$ cat config.mk
export PLATFORM = sky130hd
export DESIGN_NAME = counter_responder
export DESIGN_NICKNAME = d
export VERILOG_FILES = /design/src/rtl/counter_responder_pkg.sv /design/src/rtl/counter_responder_channel.sv /design/src/rtl/counter_responder.sv
export SDC_FILE = /design/constraint.sdc
export NUM_CORES = 1
export LEC_CHECK = 0
export ABC_AREA = 1
export CAP_MARGIN = 10
export CORE_MARGIN = 2
export CORE_UTILIZATION = 45
export DETAILED_ROUTE_END_ITERATION = 16
export PLACE_DENSITY = 0.67
export SETUP_SLACK_MARGIN = 0.2
export SLEW_MARGIN = 40
export SYNTH_ARGS = -nofsm -noshare
export SYNTH_HDL_FRONTEND = slang
export SYNTH_SLANG_ARGS = --single-unit
$ cat constraint.sdc
create_clock -name clk -period 2.39 [get_ports clk]
set_clock_uncertainty 0.05 [all_clocks]
set_input_delay 0.239 -clock clk [delete_from_list [all_inputs] [get_ports clk]]
set_output_delay 0.239 -clock clk [all_outputs]
set_load 0.02 [all_outputs]
$ cat src/rtl/counter_responder_pkg.sv
// Shared encodings for the three-channel counter responder: modes, register
// select codes and control register field positions.
package counter_responder_pkg;

  typedef enum logic [1:0] {
    MODE_ONESHOT  = 2'b00,
    MODE_PERIODIC = 2'b01,
    MODE_SQUARE   = 2'b10,
    MODE_RSVD     = 2'b11
  } mode_e;

  typedef enum logic [1:0] {
    SEL_CH0  = 2'b00,
    SEL_CH1  = 2'b01,
    SEL_CH2  = 2'b10,
    SEL_CTRL = 2'b11
  } sel_e;

  localparam int NUM_CH      = 3;
  localparam int CTRL_W      = 10;
  localparam int CTRL_EN_LSB = 0;
  localparam int CTRL_MODE_LSB = 4;
  localparam int CTRL_MODE_W = 2;
  // Bit 3 is unimplemented and always reads back as zero.
  localparam logic [CTRL_W-1:0] CTRL_MASK = 10'h3F7;

  function automatic mode_e ctrl_mode(input logic [CTRL_W-1:0] ctrl, input int ch);
    logic [CTRL_MODE_W-1:0] raw;
    raw = ctrl[CTRL_MODE_LSB + CTRL_MODE_W*ch +: CTRL_MODE_W];
    return mode_e'(raw);
  endfunction

  function automatic logic ctrl_en(input logic [CTRL_W-1:0] ctrl, input int ch);
    return ctrl[CTRL_EN_LSB + ch];
  endfunction

endpackage

$ cat src/rtl/counter_responder_channel.sv
// One down-counting channel: reload/count registers plus the terminal output
// behaviour for one-shot, periodic and square-wave modes.
module counter_channel
  import counter_responder_pkg::*;
#(
  parameter int CNT_W = 32
) (
  input  logic             clk,
  input  logic             rst_n,
  input  logic             load_i,
  input  logic [CNT_W-1:0] load_val_i,
  input  logic             tick_i,
  input  logic             en_i,
  input  mode_e            mode_i,
  output logic [CNT_W-1:0] count_o,
  output logic             out_o
);

  localparam logic [CNT_W-1:0] CNT_ZERO = {CNT_W{1'b0}};
  localparam logic [CNT_W-1:0] CNT_ONE  = CNT_W'(1);

  logic [CNT_W-1:0] count_q, count_d;
  logic [CNT_W-1:0] reload_q, reload_d;
  logic             out_q, out_d;

  // Next-state: a write beats any terminal event; a zero count is idle.
  always_comb begin
    count_d  = count_q;
    reload_d = reload_q;
    out_d    = out_q;
    // Periodic pulses last one clk cycle regardless of the tick rate.
    if (mode_i == MODE_PERIODIC) begin
      out_d = 1'b0;
    end else begin
      out_d = out_q;
    end
    if (load_i) begin
      count_d  = load_val_i;
      reload_d = load_val_i;
      out_d    = 1'b0;
    end else if (tick_i && en_i && (count_q != CNT_ZERO)) begin
      if (count_q == CNT_ONE) begin
        case (mode_i)
          MODE_PERIODIC: begin
            count_d = reload_q;
            out_d   = 1'b1;
          end
          MODE_SQUARE: begin
            count_d = reload_q;
            out_d   = ~out_q;
          end
          MODE_ONESHOT, MODE_RSVD: begin
            count_d = CNT_ZERO;
            out_d   = 1'b1;
          end
          default: begin
            count_d = CNT_ZERO;
            out_d   = 1'b1;
          end
        endcase
      end else begin
        count_d = count_q - CNT_ONE;
      end
    end else begin
      count_d = count_q;
    end
  end

  // Channel state registers.
  always_ff @(posedge clk or negedge rst_n) begin
    if (!rst_n) begin
      count_q  <= CNT_ZERO;
      reload_q <= CNT_ZERO;
      out_q    <= 1'b0;
    end else begin
      count_q  <= count_d;
      reload_q <= reload_d;
      out_q    <= out_d;
    end
  end

  assign count_o = count_q;
  assign out_o   = out_q;

endmodule

$ cat src/rtl/counter_responder.sv
// Three-channel bus-programmable counter/timer with shared prescaler,
// control register and registered readback.
module counter_responder
  import counter_responder_pkg::*;
#(
  parameter int CNT_W = 32,
  parameter int DIV   = 1
) (
  input  logic             clk,
  input  logic             rst,
  input  logic             counter_we,
  input  logic [1:0]       counter_sel,
  input  logic [CNT_W-1:0] counter_val,
  output logic [CNT_W-1:0] counter_out,
  output logic             counter0_out,
  output logic             counter1_out,
  output logic             counter2_out
);

  localparam int PRESC_W = 16;
  localparam logic [PRESC_W-1:0] PRESC_LAST = PRESC_W'(DIV - 1);

  logic [PRESC_W-1:0] presc_q, presc_d;
  logic               tick_s;
  logic [CTRL_W-1:0]  ctrl_q, ctrl_d;
  logic [CNT_W-1:0]   counter_out_q, counter_out_d;
  logic [CNT_W-1:0]   ch_count_s [NUM_CH];
  logic [NUM_CH-1:0]  ch_out_s;

  assign tick_s = (presc_q == PRESC_LAST);

  // Free-running prescaler; bus traffic never disturbs its phase.
  always_comb begin
    if (tick_s) begin
      presc_d = {PRESC_W{1'b0}};
    end else begin
      presc_d = presc_q + PRESC_W'(1);
    end
  end

  // Control register update.
  always_comb begin
    if (counter_we && (counter_sel == SEL_CTRL)) begin
      ctrl_d = counter_val[CTRL_W-1:0] & CTRL_MASK;
    end else begin
      ctrl_d = ctrl_q;
    end
  end

  // Readback mux samples pre-edge register values, giving one cycle latency.
  always_comb begin
    counter_out_d = {CNT_W{1'b0}};
    case (sel_e'(counter_sel))
      SEL_CH0:  counter_out_d = ch_count_s[0];
      SEL_CH1:  counter_out_d = ch_count_s[1];
      SEL_CH2:  counter_out_d = ch_count_s[2];
      SEL_CTRL: counter_out_d = CNT_W'(ctrl_q);
      default:  counter_out_d = {CNT_W{1'b0}};
    endcase
  end

  // Top-level state registers.
  always_ff @(posedge clk or negedge rst) begin
    if (!rst) begin
      presc_q       <= {PRESC_W{1'b0}};
      ctrl_q        <= {CTRL_W{1'b0}};
      counter_out_q <= {CNT_W{1'b0}};
    end else begin
      presc_q       <= presc_d;
      ctrl_q        <= ctrl_d;
      counter_out_q <= counter_out_d;
    end
  end

  for (genvar i = 0; i < NUM_CH; i++) begin : g_ch
    counter_channel #(
      .CNT_W(CNT_W)
    ) u_channel (
      .clk       (clk),
      .rst_n     (rst),
      .load_i    (counter_we && (counter_sel == 2'(i))),
      .load_val_i(counter_val),
      .tick_i    (tick_s),
      .en_i      (ctrl_en(ctrl_q, i)),
      .mode_i    (ctrl_mode(ctrl_q, i)),
      .count_o   (ch_count_s[i]),
      .out_o     (ch_out_s[i])
    );
  end

  assign counter_out  = counter_out_q;
  assign counter0_out = ch_out_s[0];
  assign counter1_out = ch_out_s[1];
  assign counter2_out = ch_out_s[2];

endmodule

## After elaboration in Yosys (flattened, before gate mapping)

Index checks and enable logic that the tools add are counted.

| operators by class | value |
|---|---|
| bitwise gates (word level) | 3 |
| reductions and logical operators | 30 |
| multiplexer cells | 29 |
| eq/ne operators | 15 |
| $add $sub $neg | 4 |

Operator list:

| operator | number |
|---|---|
| $mux 32 | 9 |
| $pmux 32 s2 | 3 |
| $pmux 32 s4 | 1 |
| $eq 32x1->1 const B | 3 |
| $reduce_bool 32->1 | 3 |
| $sub 32x1->32 const B | 3 |
| $add 16x1->16 const B | 1 |
| $eq 2x2->1 const B | 8 |
| $logic_not 16->1 | 1 |
| $mux 16 | 1 |
| $mux 1 | 12 |
| $reduce_or 2->1 | 6 |
| $logic_and 1x1->1 | 10 |
| $reduce_or 3->1 | 3 |
| $eq 2x1->1 const B | 4 |
| $logic_not 2->1 | 4 |
| $pmux 1 s2 | 3 |
| $reduce_bool 2->1 | 3 |
| $not 1->1 | 3 |

| storage, ports and cells | value |
|---|---|
| register bits after elaboration | 252 |
| logic and storage cells | 93 |

## Depth between registers and ports, before layout

Gate-level depths: netlist (run 1).

| logic depth | value |
|---|---|
| depth after elaboration | 6 |
| gate-level depth with buffers | 13 |
| gate-level depth less buffers | 12 |

## Cells and area by module

A second synthesis (run 1) with hierarchy kept.

| second synthesis, totals | value |
|---|---|
| cell total of the unflattened synthesis | 2,211 |
| area, all modules | 14,894.3 um2 |

Modules (own cells, without submodules):

| module | seq. area each (um2) | area an instance (um2) | instances | cells an instance |
|---|---|---|---|---|
| counter_channel (g_ch[0].u_channel ...) | 1,626.6 | 4,063.9 | 2 | 622 |
| counter_channel (g_ch[2].u_channel) | 1,626.6 | 4,045.1 | 1 | 612 |
| counter_responder | 1,426.4 | 2,721.4 | 1 | 355 |

## Worst setup path after synthesis (run 1)

OpenSTA, ideal clock, no wires.

| timing path | value |
|---|---|
| path type | flip-flop to flip-flop |
| start point | reg g_ch[2].u_channel.count_q[0] |
| end point | reg g_ch[2].u_channel.count_q[14] |
| path buffers | 1 |
| clock period less this slack | 1,805 ps |
| library setup time | 117 ps |
| stages on the path, launching flop included | 11 |
| slack | 585 ps |
| data arrival time | 1,638 ps |
| cells stage by stage | dfrtp_1 inv_1 ha_1 nand2_2 nor2_4 nand4_2 nand2_4 nand2_4 buf_4 nand3_1 nand2_1 |

| on the way | value |
|---|---|
| word-level cells in the longest chain between the ends | 4 |

Ends and longest elaborated chain:

| item | line | source |
|---|---|---|
| start: declaration | counter_responder_channel.sv:22 | `logic [CNT_W-1:0] count_q, count_d;` |
| start signal: assignment | counter_responder_channel.sv:76 | `count_q <= count_d;` |
| $sub 32x1->32 or $eq 32x1->1 (tied branches) | counter_responder_channel.sv:62, counter_responder_channel.sv:42 |  |
| $mux 32 | counter_responder_channel.sv:42 | `if (count_q == CNT_ONE) begin` |
| $mux 32 | counter_responder_channel.sv:41 | `end else if (tick_i && en_i && (count_q != CNT_ZERO)) begin` |
| $mux 32 | counter_responder_channel.sv:37 | `if (load_i) begin` |

Several ways; a longest one is shown, not always the timed one. The select of a mux whose other input is x is not followed.
A chain may end at the register's enable or synchronous reset.

## Worst setup path in the final report (run 1)

| timing path | value |
|---|---|
| start point | reg g_ch[1].u_channel.count_q[0] |
| end point | reg g_ch[1].u_channel.count_q[27] |

| on the way | value |
|---|---|
| word-level cells in the longest chain between the ends | 4 |

Ends and longest elaborated chain:

| item | line |
|---|---|
| start: declaration | counter_responder_channel.sv:22 |
| start signal: assignment | counter_responder_channel.sv:76 |
| $sub 32x1->32 or $eq 32x1->1 (tied branches) | counter_responder_channel.sv:62, counter_responder_channel.sv:42 |
| $mux 32 | counter_responder_channel.sv:42 |
| $mux 32 | counter_responder_channel.sv:41 |
| $mux 32 | counter_responder_channel.sv:37 |

Several ways; a longest one is shown, not always the timed one. The select of a mux whose other input is x is not followed.

==> reports/metrics.yaml, run 1 <==
job:
  cap_violations: 0
place:
  hpwl_mm: 41.4
  place_congestion: 0.981
  portBuffers: 71
timing:
  hold_slack_ps: 134
  fmax_mhz: 483
  drv_slew: 0
  fin_crit_sh_pct: 86.7
  period_needed_ps: 2070
  max_slew_margin_pct: 56.3
  rsz0062_at_grt: "false"
  final.setup.tns_ps: 0
  setup_viol: 0
  tightest_slew_ps: 654
  hold_violations: 0
setup_path:
  cpMostUsedCell: "nand2_1"
  cp.arrival_ps: 2500
  critPathKind: "flop to flop"
  critical_path.max_fanout: 16
  cp-start-kind: "flop"
  slowest_delay_ps: 420
  path_delay_family: "simple AND/OR/NAND/NOR gates"
  crit_buf_inv: 3
  crit_path_top_delay_cell: "dfrtp_1"
  rrSetupSlack_ps: 320
  worstPathCellList: "inv_1, ha_2, nand2_4, nor2_4, nand2_2, inv_2, nand3_1, o21ai_2, nor2_2, buf_4, nand2_1, nand2_1"
  cp.required_ps: 2810
  endpoint_kind: "flop"
floorplan:
  die_height_um: 188
  core_um2: 33400
  dieArea_um2: 35400
  die_w_um: 188
  io_pins: 72
  std_cell_rows: 67
  start_util_pct: 45.6
clock_network:
  cts_tree: "done"
  clk_latency_ps: 590
  cts_root_buffer: "clkbuf_16"
  cts_buffers: 30
  cts_max_level: 1
  clock_path_buffers: 3
  path_clk_slew_ps: 60
  clock-sinks: 252
synthesis:
  synth.most_common_cell: "nand2_1"
  synthSimpleGateAreaFrac_pct: 40.8
  synth_fp_nets: 2254
  syn_area_um2: 15300
  yosys.area.top_type: "dfrtp_1"
  synth_enable_flop_cells: 0
  synth_top_area_share_pct: 41.3
  ys_ff_latch: 252
  synth_compound_area_share_pct: 5.46
  postSynthCellCount: 2203
  avgSynthCellArea_um2: 6.93
  synthTopCellsByArea: "dfrtp_1 (41%), nand2_1 (21%), nand3_1 (7.9%)"
  async_reset_ff_share_pct: 100
  synthMuxAreaShare_pct: 0
  ys.warnings.count: 0
  synth_fa_ha_area_share_pct: 1.15
  synth-xor-area-share_pct: 2.70
  ys_types: 34
  synth_top_family_by_area: "simple AND/OR/NAND/NOR gates"
  netlist_top_cells_count: "nand2_1 (862), dfrtp_1 (252), nand3_1 (240), inv_1 (221), nor2_1 (218)"
  ys_seq_area_share_pct: 41.3
  ys.flop_type: "dfrtp_1"
route:
  routed_wl_mm: 55.5
  drt-initial-drc-count: 1280
  via_per_inst: 5.37
  ant_nets: 0
  dr_total_vias: 14900
  dr.pass1.iters: 5
  wl_per_cell_um: 20.0
  drc: 0
global_route:
  grt_max_degree: 70
  grt.total_usage_pct: 31.9
  antenna_found_initial: 1
  grt_pass1_vias: 14500
  grt_pass1_wl_mm: 86.0
  grt-ovfl-total: 0
layout:
  drive_gt1_share_pct: 10.8
  syn2layout_area_growth_pct: 17.5
  ff_latch_area_um2: 6310
  fin_nets: 2360
  fin_util_pct: 53.6
  multi_input_area_um2: 7740
  fillCellCount: 3248
pwr:
  power_w: 0.0189
  power_density_nw_per_um2: 1050
  p_leak_nw: 9.44
  vdd_drop_max_mv: 0.639
min_path:
  hold_class: "input port to asynchronous set/reset pin"
run_status:
  status: "finished, final reports clean"
[metal layers]
metal / part of all wire [%] / GRT usage (%) / up-vias
met3: 8.2 / 5.98 / 134
li1: - / - / 7127
met2: 44 / 48.9 / 644
met5: 0 / 0 / -
met4: 5.4 / 15.4 / 0
met1: 43 / 43.6 / 7022
[repair_timing]
action	in CTS	in global routing
setup endpoints to repair	2	85
endpoints found under the hold margin	153	0
hold buffers	1	0
gates resized for setup	2	30
setup buffers	0	6
pin swaps	0	3
[kinds of logic (layout without fill, tap and decap cells)]
family                   after synthesis  count (layout)
other                                  0               1
flip-flops                           252             252
adder cells (fa/ha/maj)               14              14
AO/OA/AOI/OAI                        138             138
buffers and inverters                311             440
AND/OR/NAND/NOR                     1441            1441
XOR/XNOR                              47              47
[metrics by stage]
| step | cells | instance area [um^2] | setup WS (ps) |
|---|---|---|---|
| 4_1_cts | 2774 | 17800 | 226 |
| 3_3_place_gp | 2718 | 16700 | 71.2 |
| 3_5_place_dp | 2718 | 16700 | 43.9 |
| 6_report | 2781 | 17900 | 319 |
| 2_1_floorplan | 2203 | 15300 | 585 |
| 5_1_grt | 2780 | 17900 | 183 |
[placed cells by master, fill, tap and decap left out, types with 2 or more instances in the layout]
cell type,count
nand3_2,17
bufinv_16,5
xnor2_1,11
nand2_1,859
nand4_1,23
buf_12,8
nand3_1,240
clkbuf_1,6
nor4_1,2
clkbuf_8,3
o21ai_0,61
inv_1,219
nand2_4,10
o21ai_1,14
clkinv_2,6
nand2_2,12
nand3b_1,10
buf_4,62
nor3_1,5
a21oi_1,19
dfrtp_1,252
o22ai_1,6
buf_8,2
inv_2,22
o21ai_2,9
clkdlybuf4s50_1,70
nor2_1,204
o21bai_1,6
xor2_1,36
nor2_2,35
o221ai_1,23
nor2_4,21
ha_2,2
ha_1,12
clkinvlp_4,3
clkbuf_16,31
[path summary, 6_finish.rpt]
kind,start,end,depth (start not counted)
setup / recovery,g_ch[1].u_channel.count_o[0],g_ch[1].u_channel.count_o[27],12
hold / removal,rst,presc_q[9],2
setup reg to reg,g_ch[1].u_channel.count_o[0],g_ch[1].u_channel.count_o[27],12
hold reg to reg,g_ch[2].u_channel.reload_q[1],g_ch[2].u_channel.reload_q[1],2
max in group asynchronous,rst,g_ch[1].u_channel.reload_q[30],3
min in group clk,g_ch[2].u_channel.reload_q[1],g_ch[2].u_channel.reload_q[1],2
[power by group]
part	total, W	leakage (nW)	internal (W)	switching [W]
logic	0.00741	5.75	0.00255	0.00486
registers	0.00657	3.18	0.00537	0.00120
clock network	0.00493	0.510	0.00300	0.00193
total	0.0189	9.44	0.0109	0.00800
[cell type report]
class / count / share of cell area, %
tap: 448 / 3.12
multi-input combinational: 1640 / 43.1
clock inverter: 15 / 1.18
clock buffer: 40 / 4.68
timing repair buffer: 143 / 7.62
inverter: 242 / 5.10
sequential: 252 / 35.1
antenna: 1 / 0.0139
[flip-flops by register name, summed over array words and instances, names as in the netlist]
signal / count
ctrl_q: 9
counter_out: 32
presc_q: 16
g_ch.u_channel.reload_q: 96
g_ch.u_channel.out_o: 3
g_ch.u_channel.count_o: 96
Note: power is estimated with default switching activity, not from simulation.
==> run 2, diff against run 1 <==
Settings changed: CELL_PAD_IN_SITES_DETAIL_PLACEMENT set to 0, CELL_PAD_IN_SITES_GLOBAL_PLACEMENT set to 1, PLACE_DENSITY 0.67 to 0.86, SKIP_CTS_REPAIR_TIMING set to 1.
==> run 2 against run 1 <==
- die area unchanged
- register-to-register slack barely moved
- non-clock buffer count rose by 25
- core utilization grew 0.67 points
- sequential power is 2% lower
- maximum frequency shrank 0.16%
- critical path depth shrank 2
- critical path type unchanged
- power grew 1.0%
==> reports/metrics.yaml, run 2 (synthesis results as in run 1) <==
floorplan:
  core_um2: 33400  # unchanged
  std_cell_rows: 67  # unchanged
  start_util_pct: 45.6  # unchanged
  io_pins: 72  # unchanged
  die_w_um: 188  # unchanged
  dieArea_um2: 35400  # unchanged
  die_height_um: 188  # unchanged
layout:
  layout_commonest_cell: "nand2_1"
  postLayoutCellArea_um2: 18200  # +1.3%
  fin_nets: 2385  # +1.1%
  diodes: 0  # -1
  drive_gt1_share_pct: 11.7  # +0.86 points
  syn2layout_area_growth_pct: 19.0
  final_cell_count_no_fill: 2806  # +0.90%
  layout_common_cells: "nand2_1 (860), dfrtp_1 (251), nand3_1 (240), inv_1 (219), nor2_1 (210)"
place:
  portBuffers: 71  # unchanged
  dpl.cell_count: 2742  # +0.88%
  place_congestion: 0.997  # +1.6%
  post-place-ws_ps: 65.2  # +21.4 ps
  postPlaceCellArea_um2: 16900  # +1.3%
  hpwl_mm: 41.1  # -0.76%
setup_path:
  endpoint_kind: "flop"
  cp.required_ps: 2780  # -30 ps
  cp.arrival_ps: 2470  # -30 ps
  critical_path.max_fanout: 7  # -9
  critPathKind: "flop to flop"
  cp-start-kind: "flop"
route:
  drt-initial-drc-count: 1269  # -0.86%
  wl_per_cell_um: 19.4  # -2.7%
  dr_total_vias: 14900  # +0.080%
  routed_wl_mm: 54.5  # -1.9%
  via_per_inst: 5.32  # -0.81%
  dr.pass1.iters: 8  # +3
  ant_nets: 0  # unchanged
  drc: 0  # unchanged
pwr:
  vdd_drop_max_mv: 0.659  # +3.1%
  p_leak_nw: 9.57  # +1.5%
  power_density_nw_per_um2: 1050  # -0.24%
clock_network:
  clock-sinks: 252  # unchanged
  cts_tree: "done"
  path_clk_slew_ps: 70  # about the same
  cts_root_buffer: "clkbuf_16"
  cts_buffers: 30  # unchanged
  clock_path_buffers: 3  # unchanged
  clk_latency_ps: 570  # -20 ps
  cts_max_level: 1  # unchanged
global_route:
  grt_pass1_wl_mm: 84.8  # -1.4%
  grt.total_usage_pct: 31.0  # -0.88 points
  grt_pass1_vias: 14500  # -0.12%
  grt-ovfl-total: 0  # unchanged
  antenna_found_initial: 3  # +2
  grt_max_degree: 70  # unchanged
timing:
  period_needed_ps: 2070  # +3.41 ps
  layout_setup_ws_ps: 315  # -3.42 ps
  final.setup.tns_ps: 0  # unchanged
  tightest_slew_ps: 679  # +25.4 ps
  fmax_mhz: 482  # -0.16%
  drv_slew: 0  # unchanged
  hold_violations: 0  # unchanged
  setup_viol: 0  # unchanged
  max_slew_margin_pct: 54.7  # -1.6 points
  hold_slack_ps: 171  # +36.6 ps
  fin_crit_sh_pct: 86.8  # +0.14 points
  rsz0062_at_grt: "true"
min_path:
  hold_class: "input port to asynchronous set/reset pin"
job:
  cap_violations: 0  # unchanged
run_status:
  status: "finished, final reports clean"
run 2: cell count changes in the layout (fill, tap and decap cells not counted), sizes merged:
cell,previous run,this run
buf,72,97
clkbuf,40,35
bufinv,5,6
clkinv,6,11
diode,1,0
run 2: path summary, 6_finish.rpt:
check | startpoint | to | slack, ps | cells after the start
min | rst | presc_q[12] | 170 | 2
min in group clk | counter_val[12] | g_ch[2].u_channel.reload_q[12] | 340 | 3
max in group asynchronous | rst | g_ch[0].u_channel.reload_q[29] | 1410 | 3
max reg2reg | g_ch[0].u_channel.count_o[0] | g_ch[0].u_channel.count_o[4] | 320 | 10
max | g_ch[0].u_channel.count_o[0] | g_ch[0].u_channel.count_o[4] | 320 | 10
min reg2reg | g_ch[2].u_channel.reload_q[10] | g_ch[2].u_channel.reload_q[10] | 420 | 2
run 2: area by class of cell:
cell class / instances / area, um^2
Sequential cell: 252 / 6310
Timing Repair Buffer: 168 / 1580
Tap cell: 448 / 561
Inverter: 242 / 913
Fill cell: 3336 / 15300
Clock buffer: 35 / 821
Clock inverter: 21 / 282
Multi-Input combinational cell: 1640 / 7710
run 2: routing by layer:
metal  vias to the layer above  GRT usage [%]  wire length (um)
met2                       504           51.4             25500
met3                        88           3.59              3640
met5                         -              0                 0
li1                       7183              -                 -
met1                      7164           43.1             23700
met4                         0           8.63              1600
run 2: metrics by stage:
step	utilization (%)	power [W]
finish	54.3	0.0191
global route	54.3	0.0203
CTS	53.9	0.0190
detailed placement	50.6	0.0139
global placement	50.6	0.0138
floorplan	-	0.0110
run 2: power breakdown:
group          switching [W]  total, W  internal (W)
clock                0.00198   0.00509       0.00311
combinational        0.00494   0.00759       0.00265
sequential           0.00106   0.00643       0.00537
total                0.00797    0.0191        0.0111
run 2: critical path, stage by stage, from the launching register on:
cell and delay [ps]:
dfrtp_1 400, inv_1 130, ha_1 240, nand3_1 240, nor2_1 230, nand3_1 100
o21ai_1 210, nor2_4 60, buf_4 170, nand2_1 60, nand3_1 60
